`src/rtl/cnn_infer_sched.sv`:
```
// cnn_infer_sched: launches one FC classifier run at a time and publishes its one-hot decision.
// Optional CNN_ACT_DEBOUNCE_EN: publish only when two consecutive valid results agree.
module cnn_infer_sched #(
  parameter int DATA_W         = 16,
  parameter int IN_LENGTH      = 32,
  parameter int OUT_POINT      = 4,
  parameter int SETTLE_CYCLES  = 1,
  parameter int TIMEOUT_CYCLES = 256
) (
  input  logic                          clk,
  input  logic                          rst,
  input  logic                          req_valid,
  input  logic [DATA_W*IN_LENGTH-1:0]   req_data,
  output logic [DATA_W*IN_LENGTH-1:0]   fc_data_in,
  output logic                          fc_data_in_valid,
  input  logic                          fc_data_out_valid,
  input  logic [OUT_POINT-1:0]          fc_one_hot,
  output logic                          busy,
  output logic                          action_valid,
  output logic [1:0]                    action,
  output logic [OUT_POINT-1:0]          action_one_hot,
  input  logic                          err_clr,
  output logic                          timeout_err,
  output logic                          onehot_err,
  output logic [7:0]                    drop_cnt
);
  localparam int VW   = DATA_W*IN_LENGTH;
  localparam int WD_W = $clog2(TIMEOUT_CYCLES+1);

  typedef enum logic [2:0] {
    S_IDLE, S_LAUNCH, S_WAIT, S_SETTLE, S_PUBLISH
  } state_t;

  state_t          state, state_nxt;
  logic [WD_W-1:0] wd_cnt;
  logic [2:0]      st_cnt;
  logic            slot_full;
  logic [VW-1:0]   slot_data;
  logic            oh_ok, accept, wd_exp, st_done, sample;
  logic            to_set, oh_set;
  logic [1:0]      oh_idx;
`ifdef CNN_ACT_DEBOUNCE_EN
  logic [OUT_POINT-1:0] cand;
`endif

  always_comb begin
    oh_ok = (fc_one_hot != '0) &&
            ((fc_one_hot & (fc_one_hot - OUT_POINT'(1))) == '0);
    oh_idx = '0;
    for (int i = 0; i < OUT_POINT; i++)
      if (fc_one_hot[i]) oh_idx = 2'(i);
    wd_exp  = wd_cnt == WD_W'(TIMEOUT_CYCLES - 1);
    st_done = st_cnt == 3'(SETTLE_CYCLES - 1);
    sample  = (state == S_SETTLE) && st_done;
`ifdef CNN_ACT_DEBOUNCE_EN
    accept  = oh_ok && (fc_one_hot == cand);
`else
    accept  = oh_ok;
`endif
    // done strobe beats the watchdog in the same cycle
    to_set  = (state == S_WAIT) && !fc_data_out_valid && wd_exp;
    oh_set  = sample && !oh_ok;
  end

  always_ff @(posedge clk or posedge rst) begin
    if (rst) state <= S_IDLE;
    else     state <= state_nxt;
  end

  always_comb begin
    state_nxt = state;
    unique case (state)
      S_IDLE:    if (slot_full || req_valid) state_nxt = S_LAUNCH;
      S_LAUNCH:  state_nxt = S_WAIT;
      S_WAIT: begin
        if (fc_data_out_valid) state_nxt = S_SETTLE;
        else if (wd_exp)       state_nxt = S_IDLE;
      end
      S_SETTLE:  if (st_done) state_nxt = accept ? S_PUBLISH : S_IDLE;
      S_PUBLISH: state_nxt = S_IDLE;
      default:   state_nxt = S_IDLE;
    endcase
  end

  always_comb begin
    fc_data_in_valid = state == S_LAUNCH;
    action_valid     = state == S_PUBLISH;
    busy             = state != S_IDLE;
  end

  always_ff @(posedge clk or posedge rst) begin
    if (rst) begin
      fc_data_in     <= '0;
      slot_full      <= 1'b0;
      slot_data      <= '0;
      drop_cnt       <= '0;
      wd_cnt         <= '0;
      st_cnt         <= '0;
      action         <= '0;
      action_one_hot <= '0;
      timeout_err    <= 1'b0;
      onehot_err     <= 1'b0;
`ifdef CNN_ACT_DEBOUNCE_EN
      cand           <= '0;
`endif
    end else begin
      if (state == S_IDLE) begin
        // a draining slot launches first; a concurrent request refills it
        if (slot_full) begin
          fc_data_in <= slot_data;
          slot_full  <= req_valid;
          if (req_valid) slot_data <= req_data;
        end else if (req_valid) begin
          fc_data_in <= req_data;
        end
      end else if (req_valid) begin
        slot_full <= 1'b1;
        slot_data <= req_data;
        if (slot_full && drop_cnt != 8'hff)
          drop_cnt <= drop_cnt + 8'd1;
      end
      if (state == S_LAUNCH)    wd_cnt <= '0;
      else if (state == S_WAIT) wd_cnt <= wd_cnt + WD_W'(1);
      if (state == S_WAIT)        st_cnt <= '0;
      else if (state == S_SETTLE) st_cnt <= st_cnt + 3'd1;
      if (sample && accept) begin
        action         <= oh_idx;
        action_one_hot <= fc_one_hot;
      end
`ifdef CNN_ACT_DEBOUNCE_EN
      if (sample && oh_ok) cand <= fc_one_hot;
`endif
      timeout_err <= to_set | (timeout_err & ~err_clr);
      onehot_err  <= oh_set | (onehot_err & ~err_clr);
    end
  end

endmodule

```
`config.mk`:
```
export PLATFORM = sky130hd
export DESIGN_NAME = cnn_infer_sched
export DESIGN_NICKNAME = d
export VERILOG_FILES = /design/src/rtl/cnn_infer_sched.sv
export SDC_FILE = /design/constraint.sdc
export NUM_CORES = 2
export LEC_CHECK = 0
export CAP_MARGIN = 20
export CORE_AREA = 2 2 415 417
export CTS_CLUSTER_DIAMETER = 200
export DETAILED_ROUTE_END_ITERATION = 10
export DIE_AREA = 0 0 417 419
export GPL_ROUTABILITY_DRIVEN = 1
export GPL_TIMING_DRIVEN = 0
export PLACE_DENSITY = 0.57
export SYNTH_ARGS = -nofsm -noshare
export SYNTH_HDL_FRONTEND = slang
export SYNTH_SLANG_ARGS = --single-unit
```
`constraint.sdc`:
```
create_clock -name clk -period 39.9 [get_ports clk]
set_input_delay 5.985 -clock clk [delete_from_list [all_inputs] [get_ports clk]]
set_output_delay 5.985 -clock clk [all_outputs]
set_load 0.05 [all_outputs]
```
==> summary by stage <==
Placement
In this run the tool buffered the top-level ports with 1,051 buffer cells. In this run, placement finished with an instance count of 6,750. The total half-perimeter wirelength after legalization and detailed placement is 122 mm. The routability congestion estimate is 0.874.

Power and ir drop
The switching part of the total is 0.457. Of the total power, registers draw 0.295. IR analysis of the VDD net gives a maximum drop of 47.2 uV. The cell internal power dissipation is 3180 uW. For this design the static power due to leakage is 0.0270 uW. The clock share of power is 0.197. For this design the ratio of total power to cell area is 95.0 nW/um^2. The share of total power dissipated in combinational logic is 0.508. In this run the power spent charging and discharging nets is 2670 uW.

Floorplanning
For this configuration, the core starts out at a cell density of 0.256. The die height is 419 microns. Pin placement for this block handled 1,052 I/O pins. In this run the horizontal extent of the chip is 417 microns. The area enclosed by the die boundary is 175,000 sq um. The standard-cell row count is 152. The core region area is 171,000 sq um.

Cells and area
The count of filler cells inserted in the layout is 16,862. The final layout contains 5,175 nets. In the final layout, the share of cells above drive strength 1 is 0.180. After the flow finishes, the layout carries non-filler instances totaling 7,016. Relative to the synthesized area, the layout overhead comes to 40.8%.

Global route
Entering global routing, the biggest net connects 122 pins. The initial antenna violation count is 62. For this run the aggregate overflow at the end of global routing stands at 0. The via count of the first global-routing pass is 32,505. The total global-route track usage is 0.181.

The global-route wire length before repair is 230 mm.

Run status
The run finished with clean final reports.

Worst setup path
For the worst setup path, the data required time is 33.91 ns. Data arrives at the worst endpoint at 3.13 ns. The nature of the critical path endpoint is a primary output.

The critical register-to-register path endpoint is fc_data_in[298]. The register-to-register setup slack is 36.62 ns. Along the worst path, the maximum fanout reaches 9.

In this run the critical register-to-register path is launched from slot_full. The critical path is of the reg2out type. The standard cell with the maximum stage delay on the critical path is clkdlybuf4s50_1. The kind of start point of the critical path is a register.

The critical path goes through clkbuf_1, nor3b_1, clkdlybuf4s50_1. In this design, the stage delay of the slowest critical-path cell is 0.98 ns. The number of buffers and inverters on the critical path is 2.

Measured in cells, the most critical reg-to-reg path has a length of 5. The kind of cell with the highest combined delay along the critical path is buffers and inverters.

Clock network
The clock net in this run drives a total of 1,056 sinks. The clock reaches the later pin of the worst-skew pair after 0.79 ns. After clock tree synthesis, the repair step resized 0 gates.

The count of hold-fix buffers inserted at cts is 0. Clock tree synthesis inserted a total of 130 buffers. The CTS root buffer is clkbuf_16.

Counting along the longest clock path gives a buffer depth of 3. The number of levels the H-tree was split into is 4. Buffers added to address setup during post-CTS repair amount to 0.

After clock tree synthesis, the clock-pin slew on the worst setup and hold paths is 0.06 ns. The clock tree from TritonCTS is done.

STA
The hold slack is 0.491 ns. The minimum clock period after layout is 9.11 ns. Measured against its own limit, the worst slew margin works out to 0.270.

Dividing the final minimum period by the clock period gives 0.228. The count of endpoints failing hold in the final timing report is 0. Setup repair after global routing left no endpoint under its margin. On the final layout, the worst clock skew is 0.0325 ns. The number of slew-limit violations in the final report came to 0. In the final timing run, aggregate negative setup slack is 0 ns. The achievable frequency is 110 MHz. The transition at the pin with the smallest max-transition slack is 1.10 ns. Setup violations remaining at the end of the flow were counted as 0.

Logic synthesis
The most frequently used flop master after synthesis is dfrtp_1. The flip-flop and latch count after synthesis is 1,056. The number of flops mapped to enable cells by yosys is 0. Of the total synthesized cell area, the portion taken by XOR and XNOR cells is 0.00200. The portion of netlist area occupied by mux cells is 0.251. The cell area after synthesis is 43,700 sq um. The count of synthesis-stage warnings from yosys is 0.

Synthesis produced 3,453 cells. Of the total synthesized cell area, the portion taken by full adders, half adders and majority gates is 0.00166. After synthesis, the netlist uses 35 different library cells. The share of the Yosys chip area taken by registers is 0.604. The area fraction in compound gates after synthesis is 0.0617.

The average instance in the mapped netlist occupies 12.7 sq um. By area, the combinational part of the netlist is dominated by multiplexers. The simple logic cell fraction of the synthesized area is 0.0515. The share of synthesized flip-flops with an asynchronous set or reset is 1.00.

Synthesis produced a netlist with a net count of 3,979.

Detailed routing
In the final routed layout, each cell accounts on average for 23.1 microns. Wires add up to 162 mm. The first detailed-routing pass ran for 5 iterations. Across all layers, the routed design uses 31,866 vias. The detailed router finished its first iteration with 1,727 violations. The remaining number of nets flagged by the antenna check after routing is 0. The via-per-instance ratio is 4.54.

The residual DRC count is 0.

Hold path
The startpoint identified for the worst hold timing path is slot_data[422]. For hold timing, the worst endpoint is slot_data[422]. The type of the tightest min-delay check is reg2reg. Counting instances, the worst hold path has a depth of 1.

Run
The max-cap check violation count is 0.
==> layer usage <==
| metal | share of wire | track usage | vias to the layer above |
|---|---|---|---|
| met1 | 0.40 | 0.212 | 16137 |
| li1 | - | - | 14529 |
| met5 | 0.00094 | 0.00583 | - |
| met3 | 0.062 | 0.0518 | 295 |
| met4 | 0.047 | 0.0985 | 24 |
| met2 | 0.49 | 0.299 | 881 |
==> worst max-delay path by stage <==
| stage | start | end | slack [ns] | depth (start not counted) |
|---|---|---|---|---|
| after floorplan | rst | action[0] | 4.19 | 1 |
| after global placement | rst | slot_data[464] | -10.79 | 2 |
| after detailed placement | rst | slot_data[1] | 30.60 | 6 |
| after CTS | state[2] | fc_data_in_valid | 30.65 | 3 |
| after global routing | state[2] | fc_data_in_valid | 30.59 | 3 |
| final | state[2] | fc_data_in_valid | 30.79 | 3 |
==> cells by family after synthesis <==
| family | after synthesis |
|---|---|
| adder cells (fa/ha/maj) | 6 |
| multiplexers | 1032 |
| flip-flops | 1056 |
| XOR/XNOR | 10 |
| AND/OR/NAND/NOR | 577 |
| buffers and inverters | 238 |
| AO/OA/AOI/OAI | 534 |
==> cells in the mapped netlist, types with 7 or more instances <==
cell type | number | area, sq um
a21oi_1 | 515 | 2580
buf_2 | 123 | 616
buf_4 | 48 | 360
clkbuf_1 | 59 | 221
dfrtp_1 | 1056 | 26400
inv_1 | 7 | 26.3
mux2_1 | 42 | 473
mux2_2 | 477 | 5370
mux2i_1 | 513 | 5130
nand2_1 | 13 | 48.8
nand3_1 | 12 | 60.1
nor2_1 | 526 | 1970
o21ai_0 | 10 | 50.1
==> worst register-to-register path, cell delays in order (launching register included) <==
cell	delay [ns]
dfrtp_1	0.37
buf_2	0.46
clkbuf_1	0.65
clkbuf_1	0.89
mux2i_1	0.64
a21oi_1	0.16
==> cell type report <==
type,instances,area [sq um],area share
sequential,1056,26400,0.429
multi-input combinational,2159,16100,0.261
timing repair buffer,1064,10800,0.176
clock buffer,189,3800,0.0617
tap,2233,2790,0.0453
buffer,231,1200,0.0195
clock inverter,32,324,0.00526
antenna,45,113,0.00183
inverter,7,33.8,0.000548
==> cells in the final DEF, fill, tap and decap left out, types with 15 or more instances in the layout <==
master,synthesis,layout
mux2_2,477,477
buf_4,48,48
clkdlybuf4s50_1,0,1051
dfrtp_1,1056,1056
clkbuf_1,59,91
a21oi_1,515,515
nor2_1,526,526
clkinv_2,0,15
buf_2,123,123
clkbuf_16,0,135
clkbuf_8,0,22
mux2i_1,513,513
diode_2,0,45
mux2_1,42,42
==> through the flow <==
stage               instance area, sq um  setup slack, ns   util  total power (uW)
finish                             61600            30.79  0.361              5850
global route                       61600            30.59  0.361              6150
CTS                                61500            30.65  0.361              5930
detailed placement                 57400            30.60  0.336              4750
global placement                   57100           -10.79  0.334              4720
floorplan                          43700             4.19      -              3600
==> sequential cells by signal, summed over array words and instances, names as in the netlist <==
name and flops:
action_one_hot 4, slot_data 512, slot_full 1, fc_data_in 512, st_cnt 3, action 2, wd_cnt 9, drop_cnt 8
state 3, onehot_err 1, timeout_err 1
==> power by group through the flow <==
stage               registers [uW]  logic, uW  clock network [uW]
finish                        1730       2970                1150
global route                  1770       3150                1230
CTS                           1720       3020                1190
detailed placement            1740       3010                   0
global placement              1740       2980                   0
floorplan                     2600        995                   0
No activity file was read; power rests on OpenSTA's default activity.
